==> src/rtl/spi_regfile_pkg.sv <==
// Shared constants and state encoding for the SPI register-file transaction stage.
package spi_regfile_pkg;

   localparam int          CMD_RD_BIT = 7;
   localparam int          ADDR_W     = 7;
   localparam logic [7:0]  TX_RST     = 8'h00;

   typedef enum logic [1:0] {
      IDLE  = 2'd0,
      CMD   = 2'd1,
      WRITE = 2'd2,
      READ  = 2'd3
   } state_t;

endpackage

==> src/rtl/spi_regbank.sv <==
// Register bank: reg 0 is a fixed ID (not stored), regs 1..NREGS-1 are R/W storage.
module spi_regbank
   import spi_regfile_pkg::*;
#(
   parameter int          NREGS   = 16,
   parameter logic [7:0]  ID_VAL  = 8'h5A,
   parameter logic [7:0]  OOR_VAL = 8'hFF
) (
   input  logic                 clk,
   input  logic                 rst,
   input  logic                 i_we,
   input  logic [ADDR_W-1:0]    i_waddr,
   input  logic [7:0]           i_wdata,
   input  logic [ADDR_W-1:0]    i_raddr,
   output logic [7:0]           o_rdata,
   output logic [NREGS*8-1:0]   o_regs_q
);

   logic [7:0] r_mem [1:NREGS-1];

   // Address 0 and addresses >= NREGS match no entry, so such writes are dropped.
   always_ff @(posedge clk or posedge rst) begin
      if (rst) begin
         for (int i = 1; i < NREGS; i++) r_mem[i] <= 8'h00;
      end else if (i_we) begin
         for (int i = 1; i < NREGS; i++) begin
            if (i_waddr == ADDR_W'(i)) r_mem[i] <= i_wdata;
         end
      end
   end

   always_comb begin
      o_rdata = OOR_VAL;
      for (int i = 1; i < NREGS; i++) begin
         if (i_raddr == ADDR_W'(i)) o_rdata = r_mem[i];
      end
      if (i_raddr == '0) o_rdata = ID_VAL;
   end

   assign o_regs_q[7:0] = 8'h00;
   for (genvar g = 1; g < NREGS; g++) begin : g_flat
      assign o_regs_q[8*g +: 8] = r_mem[g];
   end

endmodule

==> src/rtl/spi_regfile.sv <==
// SPI transaction stage: command decode, burst read/write against spi_regbank.
// Define SPI_REGFILE_AUTOINC_EN to advance the address after every data byte.
//
//   state | meaning
//   IDLE  | chip select inactive (or just reset), tx held at 00
//   CMD   | selected, waiting for the R/W + address byte
//   WRITE | each received byte is written to the current address
//   READ  | each received byte fetches the next tx byte
module spi_regfile
   import spi_regfile_pkg::*;
#(
   parameter int          NREGS   = 16,
   parameter logic [7:0]  ID_VAL  = 8'h5A,
   parameter logic [7:0]  OOR_VAL = 8'hFF
) (
   input  logic                 clk,
   input  logic                 rst,
   input  logic                 cs,
   input  logic                 rx_done,
   input  logic [7:0]           rx,
   output logic [7:0]           tx,
   output logic [NREGS*8-1:0]   regs_q,
   output logic                 wr_stb,
   output logic [ADDR_W-1:0]    wr_addr,
   output logic [7:0]           wr_data
);

`ifdef SPI_REGFILE_AUTOINC_EN
   localparam logic [ADDR_W-1:0] PTR_STEP = ADDR_W'(1);
`else
   localparam logic [ADDR_W-1:0] PTR_STEP = '0;
`endif

   state_t              r_state;
   logic                r_cs_meta;
   logic                r_cs_sync;
   logic [ADDR_W-1:0]   r_addr_ptr;

   logic                w_cs_act;
   logic                w_we;
   logic [ADDR_W-1:0]   w_rd_addr;
   logic [7:0]          w_rd_data;

   always_ff @(posedge clk or posedge rst) begin
      if (rst) begin
         r_cs_meta <= 1'b1;
         r_cs_sync <= 1'b1;
      end else begin
         r_cs_meta <= cs;
         r_cs_sync <= r_cs_meta;
      end
   end

   assign w_cs_act  = !r_cs_sync;
   assign w_we      = w_cs_act && rx_done && (r_state == WRITE);
   // The command byte addresses the read port directly so tx is ready one clk later.
   assign w_rd_addr = (r_state == CMD) ? rx[ADDR_W-1:0] : r_addr_ptr;

   spi_regbank #(
      .NREGS   (NREGS),
      .ID_VAL  (ID_VAL),
      .OOR_VAL (OOR_VAL)
   ) u_regbank (
      .clk      (clk),
      .rst      (rst),
      .i_we     (w_we),
      .i_waddr  (r_addr_ptr),
      .i_wdata  (rx),
      .i_raddr  (w_rd_addr),
      .o_rdata  (w_rd_data),
      .o_regs_q (regs_q)
   );

   always_ff @(posedge clk or posedge rst) begin
      if (rst) begin
         r_state    <= IDLE;
         r_addr_ptr <= '0;
         tx         <= TX_RST;
         wr_stb     <= 1'b0;
         wr_addr    <= '0;
         wr_data    <= 8'h00;
      end else begin
         wr_stb <= 1'b0;
         if (!w_cs_act) begin
            r_state <= IDLE;
            tx      <= TX_RST;
         end else begin
            case (r_state)
               IDLE: r_state <= CMD;
               CMD: begin
                  if (rx_done) begin
                     if (rx[CMD_RD_BIT]) begin
                        r_state    <= READ;
                        tx         <= w_rd_data;
                        r_addr_ptr <= rx[ADDR_W-1:0] + PTR_STEP;
                     end else begin
                        r_state    <= WRITE;
                        r_addr_ptr <= rx[ADDR_W-1:0];
                     end
                  end
               end
               WRITE: begin
                  if (rx_done) begin
                     wr_stb     <= 1'b1;
                     wr_addr    <= r_addr_ptr;
                     wr_data    <= rx;
                     r_addr_ptr <= r_addr_ptr + PTR_STEP;
                  end
               end
               READ: begin
                  if (rx_done) begin
                     tx         <= w_rd_data;
                     r_addr_ptr <= r_addr_ptr + PTR_STEP;
                  end
               end
               default: r_state <= IDLE;
            endcase
         end
      end
   end

endmodule

==> config.mk <==
export PLATFORM = sky130hd
export DESIGN_NAME = spi_regfile
export DESIGN_NICKNAME = d
export VERILOG_FILES = /design/src/rtl/spi_regfile_pkg.sv /design/src/rtl/spi_regbank.sv /design/src/rtl/spi_regfile.sv
export SDC_FILE = /design/constraint.sdc
export NUM_CORES = 1
export LEC_CHECK = 0
export ABC_CLOCK_PERIOD_IN_PS = 4930
export CAP_MARGIN = 20
export CORE_ASPECT_RATIO = 0.75
export CORE_UTILIZATION = 51
export DETAILED_ROUTE_END_ITERATION = 12
export PLACE_DENSITY = 0.91
export REMOVE_ABC_BUFFERS = 1
export SETUP_SLACK_MARGIN = 0.5
export SYNTH_ARGS = -nofsm -noshare
export SYNTH_HDL_FRONTEND = slang
export SYNTH_HIERARCHICAL = 1
export SYNTH_SLANG_ARGS = --single-unit
==> constraint.sdc <==
create_clock -name clk -period 4.93 [get_ports clk]
set_clock_uncertainty 0.1 [all_clocks]
set_input_delay 0.986 -clock clk [delete_from_list [all_inputs] [get_ports clk]]
set_output_delay 0.986 -clock clk [all_outputs]
set_load 0.02 [all_outputs]
==> results by group, run 1 <==
Critical path
  – Critical path type: in -> reg
  – Critical-path cell list: clkdlybuf4s50_1 > mux2_2 > mux4_2 > and2_0 > a311oi_1 > a21oi_1 > a21o_1 > nand2b_1 > mux2i_1
  – FF-to-FF setup slack: 1010 ps
  – Setup crit end: tx[7]
  – Required time at the endpoint of the critical path: 5100 ps
  – Max FO, Critical Path: 35
  – Critical path's slowest cell: sky130_fd_sc_hd__mux2_2
  – Worst R2R Path Depth: 9
  – Critical path arrival: 4100 ps
  – Endpoint kind of the worst setup timing path: flop
  – CP Launch Point: rx[0]
  – Reg-to-Reg Start: r_state[0]
  – Largest stage delay, worst path: 740 ps
  – Endpoint of the lowest-slack register-to-register path: tx[7]
  – Sort of element at the start of the critical path: input port

Timing
  – WHS: 263.0 ps
  – Final Max Tran Viols: 0
  – Worst Tran Pin Value: 841.6 ps
  – Slew Limit Headroom: 43.72%
  – Final setup TNS: 0 ps
  – Final worst path period share: 79.68%
  – Final Hold Fails: 0
  – Peak Freq: 0.2546 GHz
  – Final min period: 3928 ps
  – RSZ-0062 raised after global routing: false
  – Final WS setup: 1002 ps
  – Endpoints failing setup: 0

Synth
  – Proportion of synthesized flip-flops having asynchronous set or reset: 100.0%
  – Fraction of synthesized cell area taken by the top area cell type: 50.51%
  – Seq cells post-synth: 155
  – Synth area leaders: sky130_fd_sc_hd__dfrtp_1, sky130_fd_sc_hd__mux2_2, sky130_fd_sc_hd__mux2i_1
  – Number of enable flip-flop cells after synthesis: 0
  – Top flip-flop cell by instance count after synthesis: sky130_fd_sc_hd__dfrtp_1
  – Library cell with the largest summed area after synthesis: sky130_fd_sc_hd__dfrtp_1
  – Yosys warns: 6
  – Count of cell types in the netlist: 59
  – Number of instances in the synthesized netlist: 594
  – Seq/Total Area, Yosys: 51.21%
  – Post-Syn Area per Cell: 12.76 sq um
  – Netlist Area Pre-Place: 0.007580 sq mm

Power
  – Power per standard cell area: 374.6 mW/mm^2
  – Worst supply voltage drop on vdd: 0.2393 mV
  – P_leak: 4.452 nW

CTS
  – CTS clk-pin slew, worst paths: 60 ps
  – Post-CTS Setup Bufs: 0
  – Number of buffers created by CTS: 17
  – Number of hold buffers added after cts: 0
  – Clock latency at the later pin of the worst-skew pair: 420 ps
  – Number of resized instances in the post-cts repair step: 0
  – TritonCTS Sinks: 155
  – Maximum count of clock buffers along a single path: 2
  – TritonCTS clock tree: done
  – Cell chosen for the clock root: sky130_fd_sc_hd__clkbuf_16
  – Total number of H-tree levels: 4

Placement
  – Count of port buffers added during placement: 155
  – HPWL after detailed placement: 16,030 um
  – Dpl cell area: 0.009269 sq mm
  – Placer's final routability congestion estimate: 0.9088
  – Setup slack at placement: 706.0 ps

Die
  – Vertical die dimension: 107.6 um
  – Starting utilization of the core area: 52.27%
  – Number of I/O pins: 164
  – Standard-cell rows: 38
  – Die footprint: 0.01536 sq mm
  – Core area: 0.01450 sq mm
  – Horizontal extent of the die: 142.8 um

Final layout
  – Antenna cell count: 0
  – Final net count: 755
  – Area added between synthesis and finish: 30.39%
  – Fraction of layout cells with a size suffix above 1: 30.15%
  – Layout Cell Area excl Fill: 0.009883 sq mm

Global route
  – Vias in the first global route: 5,857
  – Total GRT Usage: 31.63%
  – Maximum number of pins on one net before global-route repair: 66
  – Number of antenna violations at the first check in global routing: 0
  – Leftover overflow at the end of global routing: 0
  – Wire length of the first global-routing pass: 35,110 um

Worst hold path
  – Type of the most critical hold path: reg -> reg

Route
  – Ratio of routed vias to standard cells: 6.071
  – Post-route DRC: 0
  – Wire per inst: 24.33 um
  – Number of DRC markers after the initial detailed-route iteration: 560
  – Routed wire length: 23,180 um
  – First-pass iteration count of the detailed router: 6
  – Number of nets still failing antenna checks after routing: 0
  – Via count: 5,786

Status
  – Status: finished clean

Job
  – Number of maximum-capacitance violations: 0
==> Yosys cell counts (11+ instances only) <==
master and count:
sky130_fd_sc_hd__nand2_1 22, sky130_fd_sc_hd__o22ai_1 11, sky130_fd_sc_hd__clkbuf_1 18, sky130_fd_sc_hd__a21oi_1 18, sky130_fd_sc_hd__dfrtp_1 153, sky130_fd_sc_hd__nand2b_1 22, sky130_fd_sc_hd__buf_2 15, sky130_fd_sc_hd__mux2_2 152
sky130_fd_sc_hd__nor2_1 14, sky130_fd_sc_hd__o21ai_0 12, sky130_fd_sc_hd__mux2i_1 21, sky130_fd_sc_hd__nor2b_1 15
==> flip-flops by register name, summed over array words and instances, names as in the netlist <==
name,count
r_cs_meta,1
r_cs_sync,1
wr_addr,7
wr_stb,1
wr_data,8
tx,8
r_addr_ptr,7
u_regbank/o_regs_q,120
r_state,2
==> per-stage QoR <==
step | instances | util [%] | power [mW]
global placement | 923 | 63.88 | 2.307
floorplan | 553 | - | 1.970
finish | 953 | 68.15 | 3.702
global route | 953 | 68.15 | 3.830
detailed placement | 924 | 63.92 | 2.331
CTS | 953 | 68.15 | 3.698
==> cells in the final DEF (no fill, tap or decap), types with 3 or more instances in the layout <==
cell type | synthesis | layout
sky130_fd_sc_hd__a211oi_1 | 4 | 4
sky130_fd_sc_hd__mux2_2 | 152 | 152
sky130_fd_sc_hd__and3_1 | 4 | 4
sky130_fd_sc_hd__bufinv_16 | 0 | 4
sky130_fd_sc_hd__clkbuf_8 | 0 | 3
sky130_fd_sc_hd__nand2b_1 | 22 | 22
sky130_fd_sc_hd__nand2_1 | 22 | 22
sky130_fd_sc_hd__nor2_2 | 6 | 6
sky130_fd_sc_hd__inv_1 | 9 | 8
sky130_fd_sc_hd__o32a_1 | 3 | 3
sky130_fd_sc_hd__a2111oi_0 | 4 | 4
sky130_fd_sc_hd__nor3_1 | 8 | 8
sky130_fd_sc_hd__nor3_2 | 3 | 3
sky130_fd_sc_hd__a22oi_1 | 3 | 3
sky130_fd_sc_hd__clkdlybuf4s50_1 | 0 | 155
sky130_fd_sc_hd__nor2b_1 | 15 | 15
sky130_fd_sc_hd__nand3_1 | 4 | 4
sky130_fd_sc_hd__clkbuf_16 | 0 | 17
sky130_fd_sc_hd__conb_1 | 1 | 8
sky130_fd_sc_hd__o221ai_1 | 3 | 3
sky130_fd_sc_hd__o21ai_0 | 12 | 12
sky130_fd_sc_hd__a21oi_1 | 18 | 18
sky130_fd_sc_hd__o32ai_1 | 3 | 3
sky130_fd_sc_hd__nor2_1 | 14 | 14
sky130_fd_sc_hd__o22ai_1 | 11 | 11
sky130_fd_sc_hd__dfrtp_1 | 153 | 153
sky130_fd_sc_hd__mux4_2 | 6 | 6
sky130_fd_sc_hd__buf_4 | 9 | 14
sky130_fd_sc_hd__mux2_4 | 9 | 9
sky130_fd_sc_hd__mux2i_1 | 21 | 21
==> layer usage <==
| layer | GRT usage (%) | wire length (um) |
|---|---|---|
| met1 | 45.51 | 10470 |
| met2 | 47.13 | 10250 |
| met3 | 7.740 | 2033 |
| met4 | 9.754 | 433 |
| met5 | 0 | 0 |
==> power breakdown <==
group | internal (mW) | switching, mW | total (mW) | leakage, nW
Clock | 0.879 | 0.496 | 1.37 | 0.294
Sequential | 1.37 | 0.0995 | 1.47 | 2.11
Combinational | 0.375 | 0.485 | 0.860 | 2.05
==> worst min-delay path by stage <==
stage,endpoint,startpoint,cells past startpoint
6_report,r_cs_sync,r_cs_meta,0
3_3_place_gp,r_cs_sync,r_cs_meta,0
5_1_grt,r_cs_sync,r_cs_meta,0
4_1_cts,r_cs_sync,r_cs_meta,0
2_1_floorplan,r_cs_sync,r_cs_meta,0
3_5_place_dp,r_cs_sync,r_cs_meta,0
==> area by class of cell <==
type,count,area [sq um]
Clock inverter,7,140.1
Fill cell,1022,4618
Multi-Input combinational cell,389,3420
Inverter,9,36.28
Tap cell,200,250.2
Timing Repair Buffer,171,1682
Clock buffer,22,474.2
Sequential cell,155,3881
==> critical path, delay by kind of cell <==
family          cells  cell delay (ps)
buf+inv             1              560
mux                 3             1420
compound gates      3              850
simple gates        2              260
==> kinds of logic (layout without fill, tap and decap cells) <==
logic type / Yosys count / count (layout) / share of synthesized area [%]
AOI/OAI and AO/OA: 78 / 78 / 6.917
other: 1 / 8 / 0.04947
DFF: 155 / 155 / 51.20
muxes: 188 / 188 / 28.92
buffers and inverters: 57 / 209 / 4.028
and+or+nand+nor: 115 / 115 / 8.881
(Power assumes the default switching activity.)
==> run 2, diff against run 1 <==
ABC_CLOCK_PERIOD_IN_PS = 4000   (was 4930)
clock period = 4 ns   (was 4.93 ns; I/O delays follow)
==> results by group, run 2 (synthesis results as in run 1) <==
Global route
  – Routing usage on met1: 44.61%
  – Wire length of the first global-routing pass: 34,960 um
  – GRT Max-Usage Layer: met2
  – Total GRT Usage: 31.53%
  – Maximum number of pins on one net before global-route repair: 63
  – Vias in the first global route: 5,846
  – Met2 routing resource usage after global routing: 48.00%
  – Number of antenna violations at the first check in global routing: 1
  – Met3 Resource Use GR: 6.450%
  – Leftover overflow at the end of global routing: 0

Timing
  – Slew Limit Headroom: 48.34%
  – Peak Freq: 0.2962 GHz
  – RSZ-0062 raised after global routing: false
  – Final Max Tran Viols: 0
  – Final setup TNS: 0 ps
  – Final worst path period share: 84.41%
  – Endpoints failing setup: 0
  – Worst Tran Pin Value: 774.9 ps
  – Final min period: 3376 ps
  – Final Hold Fails: 0

CTS
  – Total number of H-tree levels: 4
  – TritonCTS Sinks: 155
  – Number of resized instances in the post-cts repair step: 0
  – Number of buffers created by CTS: 17
  – Cell chosen for the clock root: sky130_fd_sc_hd__clkbuf_16
  – Maximum count of clock buffers along a single path: 2
  – Number of hold buffers added after cts: 0
  – CTS clk-pin slew, worst paths: 60 ps
  – TritonCTS clock tree: done
  – Clock latency at the later pin of the worst-skew pair: 420 ps
  – Post-CTS Setup Bufs: 0

Route
  – Number of DRC markers after the initial detailed-route iteration: 469
  – Ratio of routed vias to standard cells: 6.015
  – Via count: 5,780
  – Post-route DRC: 0
  – Wire per inst: 24.06 um
  – First-pass iteration count of the detailed router: 5
  – Number of nets still failing antenna checks after routing: 0
  – Routed wire length: 23,120 um

Critical path
  – Critical path type: in -> reg
  – CP Launch Point: rx[3]
  – Critical-path cell list: clkdlybuf4s50_1 > mux2_2 > or4_1 > o21ai_0 > nor4b_1 > o32ai_1 > nand2b_1 > mux2i_1
  – Reg-to-Reg Start: r_state[0]
  – Max FO, Critical Path: 14
  – Critical path arrival: 3560 ps
  – Setup crit end: tx[5]
  – Endpoint kind of the worst setup timing path: flop
  – Worst R2R Path Depth: 9
  – Largest stage delay, worst path: 710 ps
  – Required time at the endpoint of the critical path: 4190 ps
  – Sort of element at the start of the critical path: input port
  – Critical path's slowest cell: sky130_fd_sc_hd__or4_1
  – Endpoint of the lowest-slack register-to-register path: tx[5]
  – FF-to-FF setup slack: 670 ps
  – Buffers and inverters on the worst path: 1
  – Critical Path Stages: 8
  – Cell type group with the largest total delay on the critical path: simple AND/OR/NAND/NOR gates

Power
  – Combinational fraction of design power: 23.8%
  – Power share of the sequential group: 39.9%
  – Worst supply voltage drop on vdd: 0.3719 mV
  – Switching power of the nets: 1.349 mW
  – Final Total Pwr: 4.532 mW
  – Clock share of power: 36.3%
  – Switching portion of total power: 29.76%
  – P_leak: 4.476 nW
  – Internal power consumption: 3.183 mW
  – Power per standard cell area: 456.0 mW/mm^2

Placement
  – Placer's final routability congestion estimate: 0.9692
  – Count of port buffers added during placement: 155
  – HPWL after detailed placement: 16,180 um
  – Dpl cell area: 0.009334 sq mm

Status
  – Status: finished clean

Final layout
  – Most frequent standard cell in the layout excluding fill and tap cells: sky130_fd_sc_hd__clkdlybuf4s50_1
  – Layout Cell Area excl Fill: 0.009938 sq mm
  – Fraction of layout cells with a size suffix above 1: 30.88%
  – Antenna cell count: 0
  – Final cell utilization of the core: 68.53%
  – Final net count: 760
  – Flip-flop count of the largest register after layout: 120
  – Commonest non-fill, non-tap cells in the layout: sky130_fd_sc_hd__clkdlybuf4s50_1, sky130_fd_sc_hd__dfrtp_1, sky130_fd_sc_hd__mux2_2
  – Area added between synthesis and finish: 31.12%

Die
  – Starting utilization of the core area: 52.27%
  – Vertical die dimension: 107.6 um
  – Horizontal extent of the die: 142.8 um
  – Core area: 0.01450 sq mm
  – Standard-cell rows: 38
  – Die footprint: 0.01536 sq mm
  – Number of I/O pins: 164

Worst hold path
  – Type of the most critical hold path: reg -> reg

Job
  – Number of maximum-capacitance violations: 0
run 2: changes by cell type in the layout (fill, tap and decap cells not counted), sizes merged:
cell      delta
clkbuf       -1
buf          +5
bufinv       -1
clkinvlp     +2
clkinv       +3
run 2: power groups by stage:
stage                     clock (mW)  sequential [mW]  combinational [mW]
after floorplan                    0             1.91               0.513
after global placement             0             1.82                1.05
after detailed placement           0             1.83                1.07
after CTS                       1.65             1.81                1.07
after global routing            1.73             1.82                1.15
final                           1.64             1.81                1.08
run 2: worst min-delay path by stage:
stage,startpoint,endpoint,slack [ps],depth (start not counted)
floorplan,r_cs_meta,r_cs_sync,250,0
global placement,r_cs_meta,r_cs_sync,250,0
detailed placement,r_cs_meta,r_cs_sync,250,0
CTS,r_cs_meta,r_cs_sync,260,0
global route,r_cs_meta,r_cs_sync,270,0
finish,r_cs_meta,r_cs_sync,260,0
run 2: layout make-up:
cell class | instances | area, sq um
Clock buffer | 21 | 460.4
Clock inverter | 11 | 143.9
Fill cell | 1038 | 4563
Inverter | 9 | 36.28
Multi-Input combinational cell | 389 | 3420
Sequential cell | 155 | 3881
Tap cell | 200 | 250.2
Timing Repair Buffer | 176 | 1747
run 2: through the flow:
step / hold slack (ps) / setup slack, ps / cells
final: 261.9 / 623.7 / 961
after floorplan: 245.2 / -85.82 / 553
after global routing: 266.4 / 559.7 / 961
after CTS: 259.4 / 754.6 / 961
after detailed placement: 246.8 / 342.4 / 929
after global placement: 249.8 / 322.7 / 929
run 2: layer usage:
layer / up-vias / wire, um
li1: 2458 / -
met1: 2972 / 10240
met2: 312 / 10500
met3: 38 / 1826
met4: 0 / 559
met5: - / 0
run 2: worst reg2reg max path, stage by stage, from the launching register on:
cell and delay [ps]:
sky130_fd_sc_hd__dfrtp_1 450, sky130_fd_sc_hd__nor2b_1 170, sky130_fd_sc_hd__buf_4 180, sky130_fd_sc_hd__mux2_2 470, sky130_fd_sc_hd__or4_1 710, sky130_fd_sc_hd__o21ai_0 230, sky130_fd_sc_hd__nor4b_1 550, sky130_fd_sc_hd__o32ai_1 190
sky130_fd_sc_hd__nand2b_1 100, sky130_fd_sc_hd__mux2i_1 60
